## src/rtl/wb_axil_pkg.sv

```systemverilog
// Shared types and AXI4-Lite constants for the Wishbone -> AXI4-Lite bridge.
package wb_axil_pkg;

  typedef enum logic [2:0] {
    IDLE,  // waiting for a Wishbone request
    WR,    // AW and/or W still pending
    WB,    // waiting for the write response
    RD,    // AR pending
    RR     // waiting for read data
  } state_t;

  localparam logic [1:0] AXI_RESP_OKAY   = 2'b00;
  localparam logic [1:0] AXI_RESP_EXOKAY = 2'b01;
  localparam logic [1:0] AXI_RESP_SLVERR = 2'b10;
  localparam logic [1:0] AXI_RESP_DECERR = 2'b11;

  localparam logic [2:0] AXI_PROT_DEFAULT = 3'b000;

  // EXOKAY is folded into OKAY; only SLVERR/DECERR report an error upstream.
  function automatic logic resp_is_err(input logic [1:0] resp);
    return (resp == AXI_RESP_SLVERR) || (resp == AXI_RESP_DECERR);
  endfunction

endpackage

```

## src/rtl/wb_axil_bridge_if.sv

```systemverilog
// Wishbone pipelined slave port plus AXI4-Lite master channels of the bridge.
// slave modport: the bridge itself. master modport: the surrounding system.
interface wb_axil_bridge_if #(
  parameter int unsigned DATA_W    = 32,
  parameter int unsigned ADDR_W    = 16,
  parameter int unsigned WB_ADDR_W = 32
) ();

  // Wishbone side
  logic                   wb_cyc;
  logic                   wb_stb;
  logic                   wb_we;
  logic [WB_ADDR_W-1:0]   wb_addr;
  logic [DATA_W-1:0]      wb_wdata;
  logic [DATA_W/8-1:0]    wb_sel;
  logic                   wb_stall;
  logic                   wb_ack;
  logic                   wb_err;
  logic [DATA_W-1:0]      wb_rdata;

  // AXI4-Lite side
  logic                   aw_valid;
  logic                   aw_ready;
  logic [ADDR_W-1:0]      aw_addr;
  logic [2:0]             aw_prot;
  logic                   w_valid;
  logic                   w_ready;
  logic [DATA_W-1:0]      w_data;
  logic [DATA_W/8-1:0]    w_strb;
  logic                   b_valid;
  logic                   b_ready;
  logic [1:0]             b_resp;
  logic                   ar_valid;
  logic                   ar_ready;
  logic [ADDR_W-1:0]      ar_addr;
  logic [2:0]             ar_prot;
  logic                   r_valid;
  logic                   r_ready;
  logic [DATA_W-1:0]      r_data;
  logic [1:0]             r_resp;

  modport slave (
    input  wb_cyc, wb_stb, wb_we, wb_addr, wb_wdata, wb_sel,
    output wb_stall, wb_ack, wb_err, wb_rdata,
    output aw_valid, aw_addr, aw_prot,
    input  aw_ready,
    output w_valid, w_data, w_strb,
    input  w_ready,
    input  b_valid, b_resp,
    output b_ready,
    output ar_valid, ar_addr, ar_prot,
    input  ar_ready,
    input  r_valid, r_data, r_resp,
    output r_ready
  );

  modport master (
    output wb_cyc, wb_stb, wb_we, wb_addr, wb_wdata, wb_sel,
    input  wb_stall, wb_ack, wb_err, wb_rdata,
    input  aw_valid, aw_addr, aw_prot,
    output aw_ready,
    input  w_valid, w_data, w_strb,
    output w_ready,
    output b_valid, b_resp,
    input  b_ready,
    input  ar_valid, ar_addr, ar_prot,
    output ar_ready,
    output r_valid, r_data, r_resp,
    input  r_ready
  );

endinterface

```

## src/rtl/wb_axil_bridge.sv

```systemverilog
// Pipelined Wishbone slave -> AXI4-Lite master bridge, one transaction in flight.
module wb_axil_bridge
  import wb_axil_pkg::*;
#(
  parameter int unsigned DATA_W    = 32,
  parameter int unsigned ADDR_W    = 16,
  parameter int unsigned WB_ADDR_W = 32
) (
  input  logic            clk,
  input  logic            rst,
  wb_axil_bridge_if.slave bus
);

  localparam int unsigned StrbW = DATA_W / 8;
  localparam int unsigned LsbW  = $clog2(StrbW);

  state_t              state_q, state_d;
  logic [ADDR_W-1:0]   addr_q, addr_d;
  logic [DATA_W-1:0]   data_q, data_d;
  logic [StrbW-1:0]    strb_q, strb_d;
  logic                aw_valid_q, aw_valid_d;
  logic                w_valid_q, w_valid_d;
  logic                ack_q, ack_d;
  logic                err_q, err_d;
  logic [DATA_W-1:0]   rdata_q, rdata_d;
  logic                aborted_q, aborted_d;

  logic                abort_now;
  logic                aw_done;
  logic                w_done;

  // Address bits outside the AXI window and below word alignment are dropped.
  logic unused_addr;
  assign unused_addr = ^{bus.wb_addr[WB_ADDR_W-1:ADDR_W], bus.wb_addr[LsbW-1:0]};

  // The initiator has walked away if cyc drops at any point of the transaction.
  assign abort_now = aborted_q | ~bus.wb_cyc;
  assign aw_done   = ~aw_valid_q | bus.aw_ready;
  assign w_done    = ~w_valid_q | bus.w_ready;

  // State and datapath registers with synchronous reset.
  always_ff @(posedge clk) begin
    if (rst) begin
      state_q    <= IDLE;
      addr_q     <= '0;
      data_q     <= '0;
      strb_q     <= '0;
      aw_valid_q <= 1'b0;
      w_valid_q  <= 1'b0;
      ack_q      <= 1'b0;
      err_q      <= 1'b0;
      rdata_q    <= '0;
      aborted_q  <= 1'b0;
    end else begin
      state_q    <= state_d;
      addr_q     <= addr_d;
      data_q     <= data_d;
      strb_q     <= strb_d;
      aw_valid_q <= aw_valid_d;
      w_valid_q  <= w_valid_d;
      ack_q      <= ack_d;
      err_q      <= err_d;
      rdata_q    <= rdata_d;
      aborted_q  <= aborted_d;
    end
  end

  // Next-state logic: accept, drive AXI handshakes, generate the completion pulse.
  always_comb begin
    state_d    = state_q;
    addr_d     = addr_q;
    data_d     = data_q;
    strb_d     = strb_q;
    aw_valid_d = aw_valid_q;
    w_valid_d  = w_valid_q;
    ack_d      = 1'b0;
    err_d      = 1'b0;
    rdata_d    = rdata_q;
    aborted_d  = abort_now;

    unique case (state_q)
      IDLE: begin
        aborted_d = 1'b0;
        if (bus.wb_cyc && bus.wb_stb) begin
          addr_d = {bus.wb_addr[ADDR_W-1:LsbW], {LsbW{1'b0}}};
          data_d = bus.wb_wdata;
          strb_d = bus.wb_sel;
          if (bus.wb_we) begin
            state_d    = WR;
            aw_valid_d = 1'b1;
            w_valid_d  = 1'b1;
          end else begin
            state_d = RD;
          end
        end
      end
      WR: begin
        // Each channel retires on its own ready; move on once both have gone.
        if (bus.aw_ready) aw_valid_d = 1'b0;
        if (bus.w_ready)  w_valid_d  = 1'b0;
        if (aw_done && w_done) state_d = WB;
      end
      WB: begin
        if (bus.b_valid) begin
          state_d = IDLE;
          if (!abort_now) begin
            err_d = resp_is_err(bus.b_resp);
            ack_d = ~resp_is_err(bus.b_resp);
          end
        end
      end
      RD: begin
        if (bus.ar_ready) state_d = RR;
      end
      RR: begin
        if (bus.r_valid) begin
          state_d = IDLE;
          if (!abort_now) begin
            rdata_d = bus.r_data;
            err_d   = resp_is_err(bus.r_resp);
            ack_d   = ~resp_is_err(bus.r_resp);
          end
        end
      end
      default: begin
        state_d    = IDLE;
        aw_valid_d = 1'b0;
        w_valid_d  = 1'b0;
      end
    endcase
  end

  assign bus.wb_stall = (state_q != IDLE);
  assign bus.wb_ack   = ack_q;
  assign bus.wb_err   = err_q;
  assign bus.wb_rdata = rdata_q;

  assign bus.aw_valid = aw_valid_q;
  assign bus.aw_addr  = addr_q;
  assign bus.aw_prot  = AXI_PROT_DEFAULT;
  assign bus.w_valid  = w_valid_q;
  assign bus.w_data   = data_q;
  assign bus.w_strb   = strb_q;
  assign bus.b_ready  = (state_q == WB);
  assign bus.ar_valid = (state_q == RD);
  assign bus.ar_addr  = addr_q;
  assign bus.ar_prot  = AXI_PROT_DEFAULT;
  assign bus.r_ready  = (state_q == RR);

endmodule

```

## src/flat_wrapper.sv

```systemverilog
// flat-port wrapper written by rule: the top's interface ports become plain ports
module wb_axil_bridge_flat import wb_axil_pkg::*;
#(
  parameter int unsigned DATA_W    = 32,
  parameter int unsigned ADDR_W    = 16,
  parameter int unsigned WB_ADDR_W = 32
)
  (clk, rst, bus_wb_cyc, bus_wb_stb, bus_wb_we, bus_wb_addr, bus_wb_wdata, bus_wb_sel, bus_wb_stall, bus_wb_ack, bus_wb_err, bus_wb_rdata, bus_aw_valid, bus_aw_addr, bus_aw_prot, bus_aw_ready, bus_w_valid, bus_w_data, bus_w_strb, bus_w_ready, bus_b_valid, bus_b_resp, bus_b_ready, bus_ar_valid, bus_ar_addr, bus_ar_prot, bus_ar_ready, bus_r_valid, bus_r_data, bus_r_resp, bus_r_ready);
  wb_axil_bridge_if #(.DATA_W(DATA_W), .ADDR_W(ADDR_W), .WB_ADDR_W(WB_ADDR_W)) bus_i ();
  input  logic clk;
  input  logic rst;
  input wire logic [$bits(bus_i.wb_cyc)-1:0] bus_wb_cyc;
  input wire logic [$bits(bus_i.wb_stb)-1:0] bus_wb_stb;
  input wire logic [$bits(bus_i.wb_we)-1:0] bus_wb_we;
  input wire logic [$bits(bus_i.wb_addr)-1:0] bus_wb_addr;
  input wire logic [$bits(bus_i.wb_wdata)-1:0] bus_wb_wdata;
  input wire logic [$bits(bus_i.wb_sel)-1:0] bus_wb_sel;
  output wire logic [$bits(bus_i.wb_stall)-1:0] bus_wb_stall;
  output wire logic [$bits(bus_i.wb_ack)-1:0] bus_wb_ack;
  output wire logic [$bits(bus_i.wb_err)-1:0] bus_wb_err;
  output wire logic [$bits(bus_i.wb_rdata)-1:0] bus_wb_rdata;
  output wire logic [$bits(bus_i.aw_valid)-1:0] bus_aw_valid;
  output wire logic [$bits(bus_i.aw_addr)-1:0] bus_aw_addr;
  output wire logic [$bits(bus_i.aw_prot)-1:0] bus_aw_prot;
  input wire logic [$bits(bus_i.aw_ready)-1:0] bus_aw_ready;
  output wire logic [$bits(bus_i.w_valid)-1:0] bus_w_valid;
  output wire logic [$bits(bus_i.w_data)-1:0] bus_w_data;
  output wire logic [$bits(bus_i.w_strb)-1:0] bus_w_strb;
  input wire logic [$bits(bus_i.w_ready)-1:0] bus_w_ready;
  input wire logic [$bits(bus_i.b_valid)-1:0] bus_b_valid;
  input wire logic [$bits(bus_i.b_resp)-1:0] bus_b_resp;
  output wire logic [$bits(bus_i.b_ready)-1:0] bus_b_ready;
  output wire logic [$bits(bus_i.ar_valid)-1:0] bus_ar_valid;
  output wire logic [$bits(bus_i.ar_addr)-1:0] bus_ar_addr;
  output wire logic [$bits(bus_i.ar_prot)-1:0] bus_ar_prot;
  input wire logic [$bits(bus_i.ar_ready)-1:0] bus_ar_ready;
  input wire logic [$bits(bus_i.r_valid)-1:0] bus_r_valid;
  input wire logic [$bits(bus_i.r_data)-1:0] bus_r_data;
  input wire logic [$bits(bus_i.r_resp)-1:0] bus_r_resp;
  output wire logic [$bits(bus_i.r_ready)-1:0] bus_r_ready;
  assign bus_i.wb_cyc = bus_wb_cyc;
  assign bus_i.wb_stb = bus_wb_stb;
  assign bus_i.wb_we = bus_wb_we;
  assign bus_i.wb_addr = bus_wb_addr;
  assign bus_i.wb_wdata = bus_wb_wdata;
  assign bus_i.wb_sel = bus_wb_sel;
  assign bus_wb_stall = bus_i.wb_stall;
  assign bus_wb_ack = bus_i.wb_ack;
  assign bus_wb_err = bus_i.wb_err;
  assign bus_wb_rdata = bus_i.wb_rdata;
  assign bus_aw_valid = bus_i.aw_valid;
  assign bus_aw_addr = bus_i.aw_addr;
  assign bus_aw_prot = bus_i.aw_prot;
  assign bus_i.aw_ready = bus_aw_ready;
  assign bus_w_valid = bus_i.w_valid;
  assign bus_w_data = bus_i.w_data;
  assign bus_w_strb = bus_i.w_strb;
  assign bus_i.w_ready = bus_w_ready;
  assign bus_i.b_valid = bus_b_valid;
  assign bus_i.b_resp = bus_b_resp;
  assign bus_b_ready = bus_i.b_ready;
  assign bus_ar_valid = bus_i.ar_valid;
  assign bus_ar_addr = bus_i.ar_addr;
  assign bus_ar_prot = bus_i.ar_prot;
  assign bus_i.ar_ready = bus_ar_ready;
  assign bus_i.r_valid = bus_r_valid;
  assign bus_i.r_data = bus_r_data;
  assign bus_i.r_resp = bus_r_resp;
  assign bus_r_ready = bus_i.r_ready;
  wb_axil_bridge #(.DATA_W(DATA_W), .ADDR_W(ADDR_W), .WB_ADDR_W(WB_ADDR_W)) u_core (.clk(clk), .rst(rst), .bus(bus_i));
endmodule
```

## config.mk

```make
export PLATFORM = sky130hd
export DESIGN_NAME = wb_axil_bridge_flat
export DESIGN_NICKNAME = d
export VERILOG_FILES = /design/src/rtl/wb_axil_pkg.sv /design/src/rtl/wb_axil_bridge_if.sv /design/src/rtl/wb_axil_bridge.sv /design/src/flat_wrapper.sv
export SDC_FILE = /design/constraint.sdc
export NUM_CORES = 1
export LEC_CHECK = 0
export BUFFER_PORTS_ARGS = -buffer_cell sky130_fd_sc_hd__buf_2
export CAP_MARGIN = 20
export CORE_ASPECT_RATIO = 0.7
export CORE_MARGIN = 3
export CORE_UTILIZATION = 44
export CTS_CLUSTER_DIAMETER = 100
export CTS_CLUSTER_SIZE = 12
export DETAILED_ROUTE_END_ITERATION = 16
export PLACE_DENSITY = 0.81
export SLEW_MARGIN = 20
export SYNTH_ARGS = -nofsm -noshare
export SYNTH_HDL_FRONTEND = slang
export SYNTH_SLANG_ARGS = --single-unit
```

## constraint.sdc

```tcl
create_clock -name clk -period 1.77 [get_ports clk]
set_input_delay 0.177 -clock clk [delete_from_list [all_inputs] [get_ports clk]]
set_output_delay 0.177 -clock clk [all_outputs]
set_load 0.02 [all_outputs]
```

* Yosys cells after proc, flatten, opt, wreduce, memory -nomap -nowiden *
Index checks and enable logic that the tools add are counted.

word-level totals
  flip-flop bits (word level) = 90
  output and inout bits = 114

operators by class
  equality and inequality tests = 16
  bitwise operators = 10
  reduce and logical (&&, ||, !) cells = 13
  muxes and demuxes = 23

operators by type and width
  kind                                                                     number
  3-bit 2-to-1 mux                                                         5
  3-bit case mux with 5 select lines                                       1
  1-bit 2-to-1 mux                                                         12
  2-bit inequality test, second input constant                             5
  2-bit == test, second input constant                                     4
  4-bit AND reduction                                                      2
  1-bit NOT                                                                7
  3-bit by 2-bit == test with 1-bit output, second input constant          2
  2-bit by 1-bit inequality test with 1-bit output, second input constant  3
  1-bit case mux with 3 select lines                                       2
  5-bit AND reduction                                                      1
  1-bit case mux with 2 select lines                                       2
  3-bit by 1-bit == test with 1-bit output, second input constant          1
  3-bit == test, second input constant                                     1
  3-bit logical NOT                                                        1
  1-bit OR                                                                 3
  3-bit AND reduction                                                      1
  3-bit nonzero test                                                       1
  3-bit OR reduction                                                       1
  1-bit logical AND                                                        2
  1-bit logical OR                                                         2
  2-bit 2-to-1 mux                                                         1
  2-bit AND reduction                                                      1
  2-bit OR reduction                                                       1

* Depth between registers and ports, before layout *
  depth after elaboration = 6
  depth in mapped cells = 6

* Worst setup path after synthesis *
Ideal clock, no wire load.

  kind = reg-to-reg
  from = register u_core.state_q[0]
  to = register u_core.data_q[27] (netlist: u_core.bus.w_data[27])
  stages on the path, launching flop included = 5
  setup slack = 0.382 ns
  data required time = 1.638 ns
  arrival time = 1.256 ns
  path buffers = 1
  clock period less this slack = 1.388 ns
  cell sequence = dfxtp_1 > or4b_4 > clkbuf_1 > o21ai_0 > a21oi_1

between the ends
  longest elaborated chain between the ends = 2

ends and longest elaborated chain
  item                           RTL line              source
  start: declaration             wb_axil_bridge.sv:17  state_t state_q, state_d;
  start signal: assignment       wb_axil_bridge.sv:55  state_q <= state_d;
  3-bit logical NOT              wb_axil_bridge.sv:81  unique case (state_q)
  2-bit AND reduction (no line)  -
  end signal: assignment         wb_axil_bridge.sv:57  data_q <= data_d;
  end: declaration               wb_axil_bridge.sv:19  logic [DATA_W-1:0] data_q, data_d;

No other way between the ends.
A chain may end at the register's enable or synchronous reset.

* Worst setup path in the final report *
  from = register u_core.state_q[1]
  to = output port bus_ar_valid

between the ends
  longest elaborated chain between the ends = 1

ends and longest elaborated chain
  item                                      RTL line               source
  3-bit by 2-bit == test with 1-bit output  wb_axil_bridge.sv:145  assign bus.ar_valid = (state_q == RD);
  end: declaration                          flat_wrapper.sv:33     output wire logic [$bits(bus_i.ar_valid)-1:0] bus_ar_valid;

No other way between the ends.

==> Implementation_results.wiki <==
{| class="wikitable"
! Metric !! Value
|-
| Worst slew margin relative to its limit || 0.513
|-
| Share of the synthesized netlist area taken by xor and xnor gates || 0
|-
| Worst-case register-to-register setup slack || roughly 0.16 ns
|-
| Number of H-tree levels || 3
|-
| Number of buffers inserted by hold repair at cts || 0
|-
| Cell area after layout || approximately 0.005 sq mm
|-
| Portion of total power attributed to sequential cells || 0.376
|-
| Overall routing resource usage || 0.218
|-
| Number of distinct library cell variants in the gate-level netlist after synthesis || 38
|-
| Clk sink count || 90
|-
| Share of power burned in combinational logic || 0.289
|-
| Crit-path slowest cell || dfxtp_1
|-
| Ratio of final minimum period to clock period || 0.920
|-
| Cells traversed along the worst timing path || buf_4 -> nor2b_2 -> buf_4 -> and2_1 -> buf_2
|-
| Fill cells || 736
|-
| Count of port buffers added during placement || roughly 200
|-
| Clock-pin transition on the worst setup and hold timing paths || 0.06 ns
|-
| Largest incremental delay on the critical path || 0.33 ns
|-
| Main combinational cell family by area after synthesis || compound AO/OA/AOI/OAI gates
|-
| Number of enable flip-flop cells after synthesis || 0
|-
| DRC marker count from the first detailed-route iteration || 265
|-
| Startpoint-to-endpoint class of the critical path || reg2out
|-
| Global-route met1 utilization || 0.254
|-
| Leading area contributor after synthesis || dfxtp_1
|-
| Largest net degree at the start of global routing || 67
|-
| Placed Cells incl. Taps || a little over 700
|-
| Most frequent CP cell || buf_4
|-
| Synthesis-to-finish area growth || 29.4%
|-
| Cell at the root of the clock tree || clkbuf_16
|-
| Number of cells on the critical path || 5
|-
| Min cycle time layout || about 1.6 ns
|-
| Post-CTS repair timing setup buffer count || 0
|-
| Worst setup skew after layout || 0.00664 ns
|-
| Number of global-route vias before repair || 3697
|-
| Crit-path max FO || 12
|-
| Yosys warning count || 0
|-
| GRT busiest layer || met2
|-
| Cell Int Power || 4060 uW
|-
| Global placer's final weighted congestion || 0.820
|-
| Worst R2R Start || u_core.state_q[0]
|-
| Synth top cells by count || 90 x dfxtp_1, 87 x a21oi_1, 83 x nand3_1, 69 x o21ai_0, 28 x buf_4
|-
| Horiz. Die Dim || about 120 um
|-
| Power density over the cells || 1210 mW/mm^2
|-
| DRC || 0
|-
| Worst Hold Margin || between 0.08 and 0.09 ns
|-
| CTS resizes || 0
|-
| Antenna violations before repair || 0
|-
| Fraction of synthesized area in multiplexers || 0.00517
|-
| Ant. Diodes || 0
|-
| Arrival time at the worst endpoint || 1.45 ns
|-
| Routing usage on met3 || 0.0902
|-
| Vertical die dimension || 84.5 um
|-
| Number of ports placed on the die boundary || 228
|-
| Final critical-path setup slack || 0.141 ns
|-
| Top post-synthesis cells by area || dfxtp_1 47%, a21oi_1 11%, nand3_1 11%
|-
| Delay-heaviest family, CP || buffers and inverters
|-
| Total placed instance area || 0.00468 sq mm
|-
| Max capacitance violation total || 0
|-
| Critical path required time || 1.59 ns
|-
| Clock share of power || 0.335
|-
| Sum of buffers and inverters on the critical path || 3
|-
| Cell Rows || 27
|-
| Area share of the largest cell type after synthesis || 0.465
|-
| Top-count cell post-synth || dfxtp_1
|-
| Peak clock frequency supported by timing || 614 MHz
|-
| Switching pwr || 2020 uW
|-
| Synthesized area || 0.00387 sq mm
|-
| Max Root-Sink Buffers || 2
|-
| Capturing element type of the critical path || primary output
|-
| Worst IR drop on VDD || 629 uV
|-
| Number of search-and-repair iterations in the first detailed-routing pass || 4
|-
| Routed length per placed instance || 15.1 um
|-
| Setup crit start || u_core.state_q[1]
|-
| Leading register cell type out of synthesis || dfxtp_1
|-
| Mapped Avg Cell Area || 8.42 sq um
|-
| Critical path startpoint category || flip-flop
|-
| Share of post-route cells with drive strength above 1 || 0.371
|-
| Detail Route Antenna Nets || 0
|-
| Share of flip-flops with an asynchronous set or reset || 0
|-
| Compound-gate portion of the synthesized area || 0.237
|-
| Std-Cell Core Area || 0.00821 sq mm
|-
| Nets@finish || between 700 and 800
|-
| Result of the run || finished clean
|-
| Hold/Removal Path Class || in2reg
|-
| Reg-to-reg critical path endpoint || u_core.bus.w_data[8]
|-
| Die area || 0.00998 sq mm
|-
| Initial Utilization || 0.472
|-
| Setup Total Neg Slack || 0 ns
|-
| Depth of the most critical reg-to-reg path || 3
|-
| Fraction of the mapped netlist area in simple logic gates || 0.167
|-
| Cell Count, Final, Fillers Out || between 700 and 800
|-
| Source-to-sink clock delay at the later pin of the worst-skew pair || approximately 0.33 ns
|-
| Seq/Total Area, Yosys || 0.465
|-
| Post-DP HPWL || 7.82 mm
|-
| Register bit count reported by yosys || 90
|-
| Clock buffer count from CTS || 9
|-
| Setup slack after placement || 0.174 ns
|-
| Remaining Overflow, GRT || 0
|-
| DR vias/cell || 5.33
|-
| Post-synthesis share of cell area spent on full adders, half adders and majority gates || 0
|-
| First-pass GRT wire length || 17.9 mm
|-
| Total count of max-transition violations in the final report || 0
|-
| Clock tree from TritonCTS || done
|-
| Leak Pwr || 0.00223 uW
|-
| Net Sw Frac || 0.332
|-
| GR met2 Demand/Resource || 0.369
|-
| Slew at the pin with the worst max-slew slack || around 0.73 ns
|-
| Total routed wirelength || 11.2 mm
|-
| Setup repair after global routing missed its margin || no
|-
| Synth Instances || 460
|-
| Number of hold violations in the final report || 0
|-
| Capture point of the critical path || bus_ar_valid
|-
| Number of failing setup endpoints in the final timing report || 0
|-
| Total via count in the routed design || 3938
|}
[layout make-up]
type | count | area [sq um] | area share
multi-input combinational | 304 | 1620 | 0.324
sequential | 90 | 1800 | 0.360
tap | 116 | 145 | 0.0290
inverter | 4 | 15.0 | 0.00300
clock inverter | 4 | 75.1 | 0.0150
timing repair buffer | 209 | 1100 | 0.220
clock buffer | 12 | 246 | 0.0492
[power by group through the flow]
stage / clock network (uW) / registers (uW) / logic, uW
floorplan: 0 / 2490 / 1170
global placement: 0 / 2320 / 1710
detailed placement: 0 / 2330 / 1750
CTS: 2080 / 2280 / 1750
global route: 2190 / 2310 / 1920
finish: 2040 / 2290 / 1750
[cells in the final DEF (no fill, tap or decap), types with 4 or more instances in the layout]
cell       instances
buf_2            197
dfxtp_1           90
a21oi_1           87
nand3_1           83
o21ai_0           69
o21ai_1           14
conb_1            10
buf_4             10
clkbuf_16          9
nor3_1             4
[cell families (layout without fill, tap and decap cells)]
group | Yosys count | in the layout
and+or+nand+nor | 113 | 113
DFF | 90 | 90
buffers and inverters | 75 | 229
other | 1 | 10
AOI/OAI and AO/OA | 179 | 179
muxes | 2 | 2
[worst min path at each step]
| stage | startpoint | endpoint | slack [ns] | depth (start not counted) |
|---|---|---|---|---|
| 2_1_floorplan | bus_wb_addr[10] | u_core.bus.ar_addr[10] | 0.32 | 2 |
| 3_3_place_gp | bus_wb_wdata[22] | u_core.bus.w_data[22] | 0.43 | 3 |
| 3_5_place_dp | bus_r_data[27] | u_core.bus.wb_rdata[27] | 0.44 | 3 |
| 4_1_cts | bus_r_data[27] | u_core.bus.wb_rdata[27] | 0.07 | 3 |
| 5_1_grt | bus_wb_wdata[6] | u_core.bus.w_data[6] | 0.07 | 3 |
| 6_report | bus_wb_wdata[28] | u_core.bus.w_data[28] | 0.09 | 3 |
[per-stage QoR]
stage | power [uW] | utilization
floorplan | 3660 | -
global placement | 4020 | 0.571
detailed placement | 4080 | 0.571
CTS | 6120 | 0.610
global route | 6410 | 0.610
finish | 6080 | 0.610
[worst min-delay path, stage by stage]
cell and delay (ns):
buf_2 0.09, nand3_1 0.05, a21oi_1 0.05
[registers in the layout, indices dropped and copies added (netlist names)]
| register | cells |
|---|---|
| u_core.bus.w_valid | 1 |
| u_core.bus.wb_ack | 1 |
| u_core.bus.wb_err | 1 |
| u_core.bus.w_data | 32 |
| u_core.bus.wb_rdata | 32 |
| u_core.bus.aw_valid | 1 |
| u_core.bus.ar_addr | 14 |
| u_core.aborted_q | 1 |
| u_core.bus.w_strb | 4 |
| u_core.state_q | 3 |
[routing by layer]
layer  routed length, um  up-vias
li1                    -     1922
met1                4580     1842
met2                5500      164
met3                 990       10
met4                 121        0
met5                   0        -
Power figures use the tool's default switching activity.
